$ cat config.mk
export PLATFORM = sky130hd
export DESIGN_NAME = spi_mem_arbiter
export DESIGN_NICKNAME = d
export VERILOG_FILES = /design/src/rtl/spi_mem_pkg.sv /design/src/rtl/spi_rr_arb2.sv /design/src/rtl/spi_mem_arbiter.sv
export SDC_FILE = /design/constraint.sdc
export NUM_CORES = 1
export LEC_CHECK = 0
export ABC_AREA = 1
export BUFFER_PORTS_ARGS = -buffer_cell sky130_fd_sc_hd__buf_2
export CORE_ASPECT_RATIO = 0.75
export CORE_MARGIN = 8
export CORE_UTILIZATION = 40
export CTS_BUF_LIST = sky130_fd_sc_hd__clkbuf_2 sky130_fd_sc_hd__clkbuf_4 sky130_fd_sc_hd__clkbuf_8
export DETAILED_ROUTE_END_ITERATION = 12
export GPL_TIMING_DRIVEN = 1
export HOLD_SLACK_MARGIN = 0.05
export PLACE_DENSITY = 0.66
export SLEW_MARGIN = 40
export SYNTH_ARGS = -nofsm -noshare
export SYNTH_HDL_FRONTEND = slang
export SYNTH_SLANG_ARGS = --single-unit
$ cat constraint.sdc
create_clock -name clk -period 1.6 [get_ports clk]
set_input_delay 0.24 -clock clk [delete_from_list [all_inputs] [get_ports clk]]
set_output_delay 0.24 -clock clk [all_outputs]
set_load 0.1 [all_outputs]
$ cat src/rtl/spi_mem_pkg.sv
// Shared encodings for the SPI program-memory arbiter.
// Optional next-line prefetch state is present only with SPI_ARB_PREFETCH_EN.
package spi_mem_pkg;

  localparam int unsigned DEF_ADDR_W = 16;
  localparam int unsigned DEF_DATA_W = 16;

  localparam logic [7:0] SPI_READ_CMD = 8'h03;

  typedef enum logic [2:0] {
    ST_IDLE    = 3'd0,
    ST_ISSUE   = 3'd1,
    ST_WAIT    = 3'd2,
    ST_RESP    = 3'd3
`ifdef SPI_ARB_PREFETCH_EN
    ,
    ST_PF_WAIT = 3'd4
`endif
  } arb_state_t;

  typedef enum logic {
    OWN_IF = 1'b0,
    OWN_D  = 1'b1
  } owner_t;

endpackage

$ cat src/rtl/spi_rr_arb2.sv
// Two-input round-robin grant. On a tie the port opposite to the last grant wins.
module spi_rr_arb2
  import spi_mem_pkg::*;
(
  input  logic   clk,
  input  logic   rst_n,
  input  logic   if_pending,
  input  logic   d_pending,
  input  logic   accept,
  output owner_t grant,
  output logic   grant_valid
);

  owner_t last_grant;

  // Pick the winner for this cycle.
  always_comb begin
    grant_valid = if_pending | d_pending;
    grant       = OWN_IF;
    if (if_pending && d_pending) begin
      grant = (last_grant == OWN_IF) ? OWN_D : OWN_IF;
    end else if (d_pending) begin
      grant = OWN_D;
    end
  end

  // Remember the last accepted grant; reset value makes data win the first tie.
  always_ff @(posedge clk or negedge rst_n) begin
    if (!rst_n) begin
      last_grant <= OWN_IF;
    end else if (accept && grant_valid) begin
      last_grant <= grant;
    end
  end

endmodule

$ cat src/rtl/spi_mem_arbiter.sv
// Arbitrates CPU fetch and data-load reads onto one SPI flash read engine,
// with a one-entry instruction buffer.
// Define SPI_ARB_PREFETCH_EN to enable next-line prefetch after a fetch miss.
module spi_mem_arbiter
  import spi_mem_pkg::*;
#(
  parameter int unsigned ADDR_W = DEF_ADDR_W,
  parameter int unsigned DATA_W = DEF_DATA_W
) (
  input  logic              clk,
  input  logic              rst_n,
  input  logic              if_req,
  input  logic [ADDR_W-1:0] if_addr,
  output logic              if_valid,
  output logic [DATA_W-1:0] if_data,
  input  logic              d_req,
  input  logic [ADDR_W-1:0] d_addr,
  output logic              d_valid,
  output logic [DATA_W-1:0] d_data,
  output logic              eng_start,
  output logic [ADDR_W-1:0] eng_addr,
  input  logic              eng_done,
  input  logic [DATA_W-1:0] eng_data,
  output logic              busy
);

  arb_state_t        state_q, state_d;
  owner_t            owner_q;
  logic [ADDR_W-1:0] addr_q;
  logic [ADDR_W-1:0] buf_addr;
  logic [DATA_W-1:0] buf_data;
  logic              buf_valid;
  logic              hit;
  owner_t            grant;
  logic              grant_valid;
`ifdef SPI_ARB_PREFETCH_EN
  logic              miss_q;
`endif

  assign hit      = if_req && buf_valid && (if_addr == buf_addr);
  assign eng_addr = addr_q;
  assign busy     = (state_q != ST_IDLE);

  spi_rr_arb2 u_arb (
    .clk         (clk),
    .rst_n       (rst_n),
    .if_pending  (if_req && !hit),
    .d_pending   (d_req),
    .accept      ((state_q == ST_IDLE) && !hit),
    .grant       (grant),
    .grant_valid (grant_valid)
  );

  // State register.
  always_ff @(posedge clk or negedge rst_n) begin
    if (!rst_n) state_q <= ST_IDLE;
    else        state_q <= state_d;
  end

  // Next-state decode and per-state output pulses.
  always_comb begin
    state_d   = state_q;
    eng_start = 1'b0;
    if_valid  = 1'b0;
    d_valid   = 1'b0;
    case (state_q)
      ST_IDLE: begin
        if (hit)              state_d = ST_RESP;
        else if (grant_valid) state_d = ST_ISSUE;
      end
      ST_ISSUE: begin
        eng_start = 1'b1;
        state_d   = ST_WAIT;
      end
      ST_WAIT: begin
        if (eng_done) state_d = ST_RESP;
      end
      ST_RESP: begin
        if_valid = (owner_q == OWN_IF);
        d_valid  = (owner_q == OWN_D);
        state_d  = ST_IDLE;
`ifdef SPI_ARB_PREFETCH_EN
        if (owner_q == OWN_IF && miss_q && !d_req) begin
          eng_start = 1'b1;
          state_d   = ST_PF_WAIT;
        end
`endif
      end
`ifdef SPI_ARB_PREFETCH_EN
      ST_PF_WAIT: begin
        if (eng_done) state_d = ST_IDLE;
      end
`endif
      default: state_d = ST_IDLE;
    endcase
  end

  // Datapath: latch grant, capture engine data, maintain the instruction buffer.
  always_ff @(posedge clk or negedge rst_n) begin
    if (!rst_n) begin
      owner_q   <= OWN_IF;
      addr_q    <= '0;
      buf_addr  <= '0;
      buf_data  <= '0;
      buf_valid <= 1'b0;
      if_data   <= '0;
      d_data    <= '0;
`ifdef SPI_ARB_PREFETCH_EN
      miss_q    <= 1'b0;
`endif
    end else begin
      case (state_q)
        ST_IDLE: begin
          if (hit) begin
            owner_q <= OWN_IF;
            if_data <= buf_data;
`ifdef SPI_ARB_PREFETCH_EN
            miss_q  <= 1'b0;
`endif
          end else if (grant_valid) begin
            owner_q <= grant;
            addr_q  <= (grant == OWN_IF) ? if_addr : d_addr;
`ifdef SPI_ARB_PREFETCH_EN
            miss_q  <= 1'b1;
`endif
          end
        end
        ST_WAIT: begin
          if (eng_done) begin
            if (owner_q == OWN_IF) begin
              if_data   <= eng_data;
              buf_addr  <= addr_q;
              buf_data  <= eng_data;
              buf_valid <= 1'b1;
`ifdef SPI_ARB_PREFETCH_EN
              // Advance to the next line now so eng_addr is already correct
              // when RESP launches the prefetch; harmless if it is skipped.
              addr_q    <= addr_q + ADDR_W'(1);
`endif
            end else begin
              d_data <= eng_data;
            end
          end
        end
`ifdef SPI_ARB_PREFETCH_EN
        ST_PF_WAIT: begin
          if (eng_done) begin
            buf_addr  <= addr_q;
            buf_data  <= eng_data;
            buf_valid <= 1'b1;
          end
        end
`endif
        default: ;
      endcase
    end
  end

endmodule

## Word-level counts from Yosys, hierarchy flattened

Index checks and enable logic that the tools add are counted.

- Reductions and logical operators: 17
- Equal/unequal tests: 8
- Bitwise gates (word level): 3
- Mux-type cells: 17

Operators by type and width:

| cell | count |
|---|---|
| 2-to-1 mux 16 bit | 4 |
| case mux 16 bit (2 select lines) | 1 |
| equality test 16 bit | 1 |
| 2-to-1 mux 3 bit | 3 |
| case mux 3 bit (3 select lines) | 1 |
| AND reduction 3 bit | 3 |
| 2-to-1 mux 1 bit | 8 |
| equality test 3 x 2 -> 1 bit, second input constant | 2 |
| logical AND 1 bit | 6 |
| != test 2 bit, second input constant | 3 |
| AND reduction 2 bit | 2 |
| AND reduction 4 bit | 1 |
| nonzero test 2 bit | 2 |
| equality test 3 x 1 -> 1 bit, second input constant | 1 |
| zero test 3 bit | 1 |
| != test 3 x 2 -> 1 bit, second input constant | 1 |
| nonzero test 3 bit | 1 |
| NOT 1 bit | 2 |
| zero test 1 bit | 1 |
| bitwise OR 1 bit | 1 |

- Logic and storage cells: 54
- Output and inout port bits: 52
- Register bits: 86

## Logic depth before layout (Yosys ltp)

- Depth in word-level cells: 8
- Mapped depth: 13
- Gate-level depth less buffers: 12

## Cells and area by module

From an unflattened synthesis, not the netlist that was laid out.

- Cells, all modules: 474
- Area total of the unflattened synthesis: 4016.4 sq um

Modules (own cells, without submodules):

| module | cells an instance | area an instance (sq um) | times used |
|---|---|---|---|
| spi_mem_arbiter | 466 | 3957.5 | 1 |
| spi_rr_arb2 | 8 | 58.8 | 1 |

## Worst setup path after synthesis

Ideal clock, no wire load.

- Path type: register to output
- Start: register state_q[1]
- End: output port if_valid
- Slack: -482 ps
- Data required time: 1360 ps
- Path buffers: 0
- Arrival: 1842 ps
- Stages on the path, launching flop included: 4
- Cells stage by stage: dfrtp_1 > ha_1 > inv_1 > nor2_1

- Word-level cells in the longest chain between the ends: 2

RTL lines:

| what | line | text |
|---|---|---|
| from (decl) | spi_mem_arbiter.sv:27 | `arb_state_t state_q, state_d;` |
| from (signal assigned) | spi_mem_arbiter.sv:57 | `else state_q <= state_d;` |
| equality test 3 x 2 -> 1 bit | spi_mem_arbiter.sv:66 | `case (state_q)` |
| 2-to-1 mux 1 bit | spi_mem_arbiter.sv:66 |  |
| to (decl) | spi_mem_arbiter.sv:14 | `output logic if_valid,` |

No other way between the ends.

## Worst setup path after layout

- Start: register state_q[1]
- End: output port busy

- Word-level cells in the longest chain between the ends: 1

RTL lines:

| what | line | text |
|---|---|---|
| nonzero test 3 bit | spi_mem_arbiter.sv:42 | `assign busy = (state_q != ST_IDLE);` |
| to (decl) | spi_mem_arbiter.sv:24 | `output logic busy` |

No other way between the ends.

==> qor.csv <==
stage,metric,value,unit
sta,slew_viol_final,0,
grt,grt_max_degree,86,
sta,finalCritPeriodShare,103,%
worst_setup_path,cp_max_fo,3,
detailed_routing,dr.pass1.iters,4,
detailed_routing,remaining_drc_errors,0,
placed_design,gp_congestion,0.791,
floorplanning,core,10100,µm²
hold_path,hp-class,input pin to flop,
yosys,ys_seq_area_share,52.3,%
run_status,status,finished with violations,
floorplanning,die_x,132,µm
clock_tree,htree_levels,3,
detailed_routing,wl_per_cell,15.3,µm
yosys,syn_area_per_cell,8.35,µm²
sta,tns,-0.0746,ns
yosys,synth_seq_cells,85,
yosys,synth.cell_area,4070,µm²
worst_setup_path,cpPeakStageDelay,0.41,ns
detailed_routing,vias,3620,
worst_setup_path,critPathArrivalTime,1.40,ns
clock_tree,cts_buffers,9,
grt,grt_pass1_vias,3532,
floorplanning,num_rows,32,
finish,final_cell_mix,"147 x nand2_1, 99 x buf_2, 84 x dfrtp_1, 77 x inv_1, 34 x nand3_1",
floorplanning,ios,105,
sta,hold_viol_final,0,
finish,fillers,963,
worst_setup_path,critPathKind,flop to output port,
yosys,yosysWarnings,0,
grt,antenna_found_initial,0,
sta,max_freq,610,MHz
worst_setup_path,crit_path_start_kind,flop,
clock_tree,cts.path.max_buffers,2,
sta,worst_slack,-0.0404,ns
detailed_routing,wl,11500,µm
flow_run,max_cap_violations,0,
clock_tree,root_buffer,clkbuf_8,
finish,area_growth,34.7,%
worst_setup_path,critPathRequiredTime,1.36,ns
placed_design,dp_slack,-0.0423,ns
yosys,synth_top_area_share,52.3,%
yosys,synth.distinct_cells,26,
yosys,synth_largest_area_cell,dfrtp_1,
sta,post-route-min-period,1.64,ns
grt,grt_pass1_wl,17900,µm
clock_tree,cts_tree,yes,
grt,grt_overflow,0,
yosys,synth_nets,544,
finish,antenna-diode-count,0,
placed_design,portBuffers,104,
run_status,violations,setup timing,
clock_tree,path_clk_slew,0.09,ns
floorplanning,start_util,40.3,%
finish,final_common_cell,nand2_1,
placed_design,dp_hpwl,7830,µm
sta,tightest_slew,0.524,ns
sta,clock_skew,0.0140,ns
finish,layout.nets,671,
finish,drive_gt1_share,32.6,%
detailed_routing,initialDrtViolationCount,252,
yosys,syn-instance-count,487,
clock_tree,clock_latency,0.36,ns
yosys,synth_area_leaders,"dfrtp_1 52%, nand2_1 14%, inv_1 7.8%, nand3_1 4.4%, mux2_2 4.4%",
floorplanning,dieArea,13700,µm²
grt,track_usage,16.5,%
sta,relSlewSlack,65.3,%
clock_tree,numClockSinks,85,
worst_setup_path,crit_path_cell_trace,buf_6 > inv_4 > ha_4 > clkinvlp_4 > buf_12,
worst_setup_path,cp-end-kind,output port,
floorplanning,die_h,103,µm
worst_setup_path,crit_path_top_delay_cell,dfrtp_1,
detailed_routing,ant_nets,0,
sta,setup_violations,7,
sta,rsz0062_at_grt,yes,
detailed_routing,via_per_inst,4.79,
## cells by family (layout without fill, tap and decap cells)
logic type      count (synthesis)  count (layout)  share of synthesized area (%)
compound gates                 65              65                           8.86
xor+xnor                        3               3                          0.646
fa+ha+maj                       4               4                           1.23
buf+inv                       106             238                           10.6
flops                          85              85                           52.3
mux                            16              16                           4.43
simple gates                  208             208                           22.0
## per-stage QoR
stage          area, µm²  utilization, %  hold WS [ns]  cells
3_5_place_dp        4900            48.6         0.319    721
4_1_cts             5210            51.7         0.112    743
2_1_floorplan       4110               -       -0.0556    487
5_1_grt             5480            54.3         0.109    755
3_3_place_gp        4900            48.6         0.315    721
6_report            5480            54.3         0.132    755
## area by class of cell
| class | instances | area, µm² | share of cell area [%] |
|---|---|---|---|
| clock buffer | 12 | 159 | 2.90 |
| tap | 136 | 170 | 3.11 |
| inverter | 87 | 344 | 6.28 |
| multi-input combinational | 296 | 1610 | 29.3 |
| clock inverter | 4 | 70.1 | 1.28 |
| sequential | 85 | 2130 | 38.9 |
| timing repair buffer | 135 | 1000 | 18.3 |
## metal layers
layer / GRT usage, % / wire, µm
met5: 0 / 0
met4: 5.83 / 145
met3: 4.01 / 516
met2: 23.3 / 4900
met1: 23.9 / 5970
## critical path, delay by kind of cell (launching register included)
family | cells | cell delay (ns)
flip-flops | 1 | 0.41
buffers and inverters | 4 | 0.49
adder cells (fa/ha/maj) | 1 | 0.14
## flip-flops by register name, summed over array words and instances, names as in the netlist
register,count
if_data,16
buf_valid,1
state_q,2
u_arb.last_grant,1
owner_q,1
eng_addr,16
d_data,16
buf_data,16
buf_addr,16
## worst paths after layout
| check | cells past startpoint | start | to | slack, ns |
|---|---|---|---|---|
| min in group asynchronous | 3 | rst_n | eng_addr[3] | 0.43 |
| setup reg to reg | 10 | buf_addr[4] | if_data[8] | -0.01 |
| setup / recovery | 5 | state_q[1] | busy | -0.04 |
| max in group asynchronous | 3 | rst_n | state_q[0] | 0.77 |
| hold reg to reg | 1 | buf_valid | buf_valid | 0.48 |
| hold / removal | 2 | eng_data[6] | d_data[6] | 0.13 |
## synthesized netlist by cell type
master / instances
nor2_1: 10
buf_4: 3
mux2_2: 16
clkbuf_1: 9
nand2_2: 2
o22ai_1: 17
o21ai_0: 30
inv_1: 85
nand2_1: 150
nand4_1: 1
inv_2: 2
a21oi_4: 1
dfrtp_1: 85
a22oi_1: 1
xnor2_1: 3
o21ai_1: 15
nand2_4: 2
nor2_4: 1
ha_1: 4
a21oi_1: 1
buf_6: 2
or2_2: 1
nor2_2: 3
buf_2: 5
nand3_4: 2
nand3_1: 36
## what timing repair did
item                                   CTS  global route
buffers inserted                         5             8
pin swaps                                4             3
gates resized for setup                 11            29
hold buffers                             1             0
gates cloned                             0             4
endpoints found under the hold margin   85             0
setup endpoints to repair               44            60
Power is left out: the tool's default activity adds up to more than one toggle a clock period on the data nets, which glitch-free logic cannot reach.
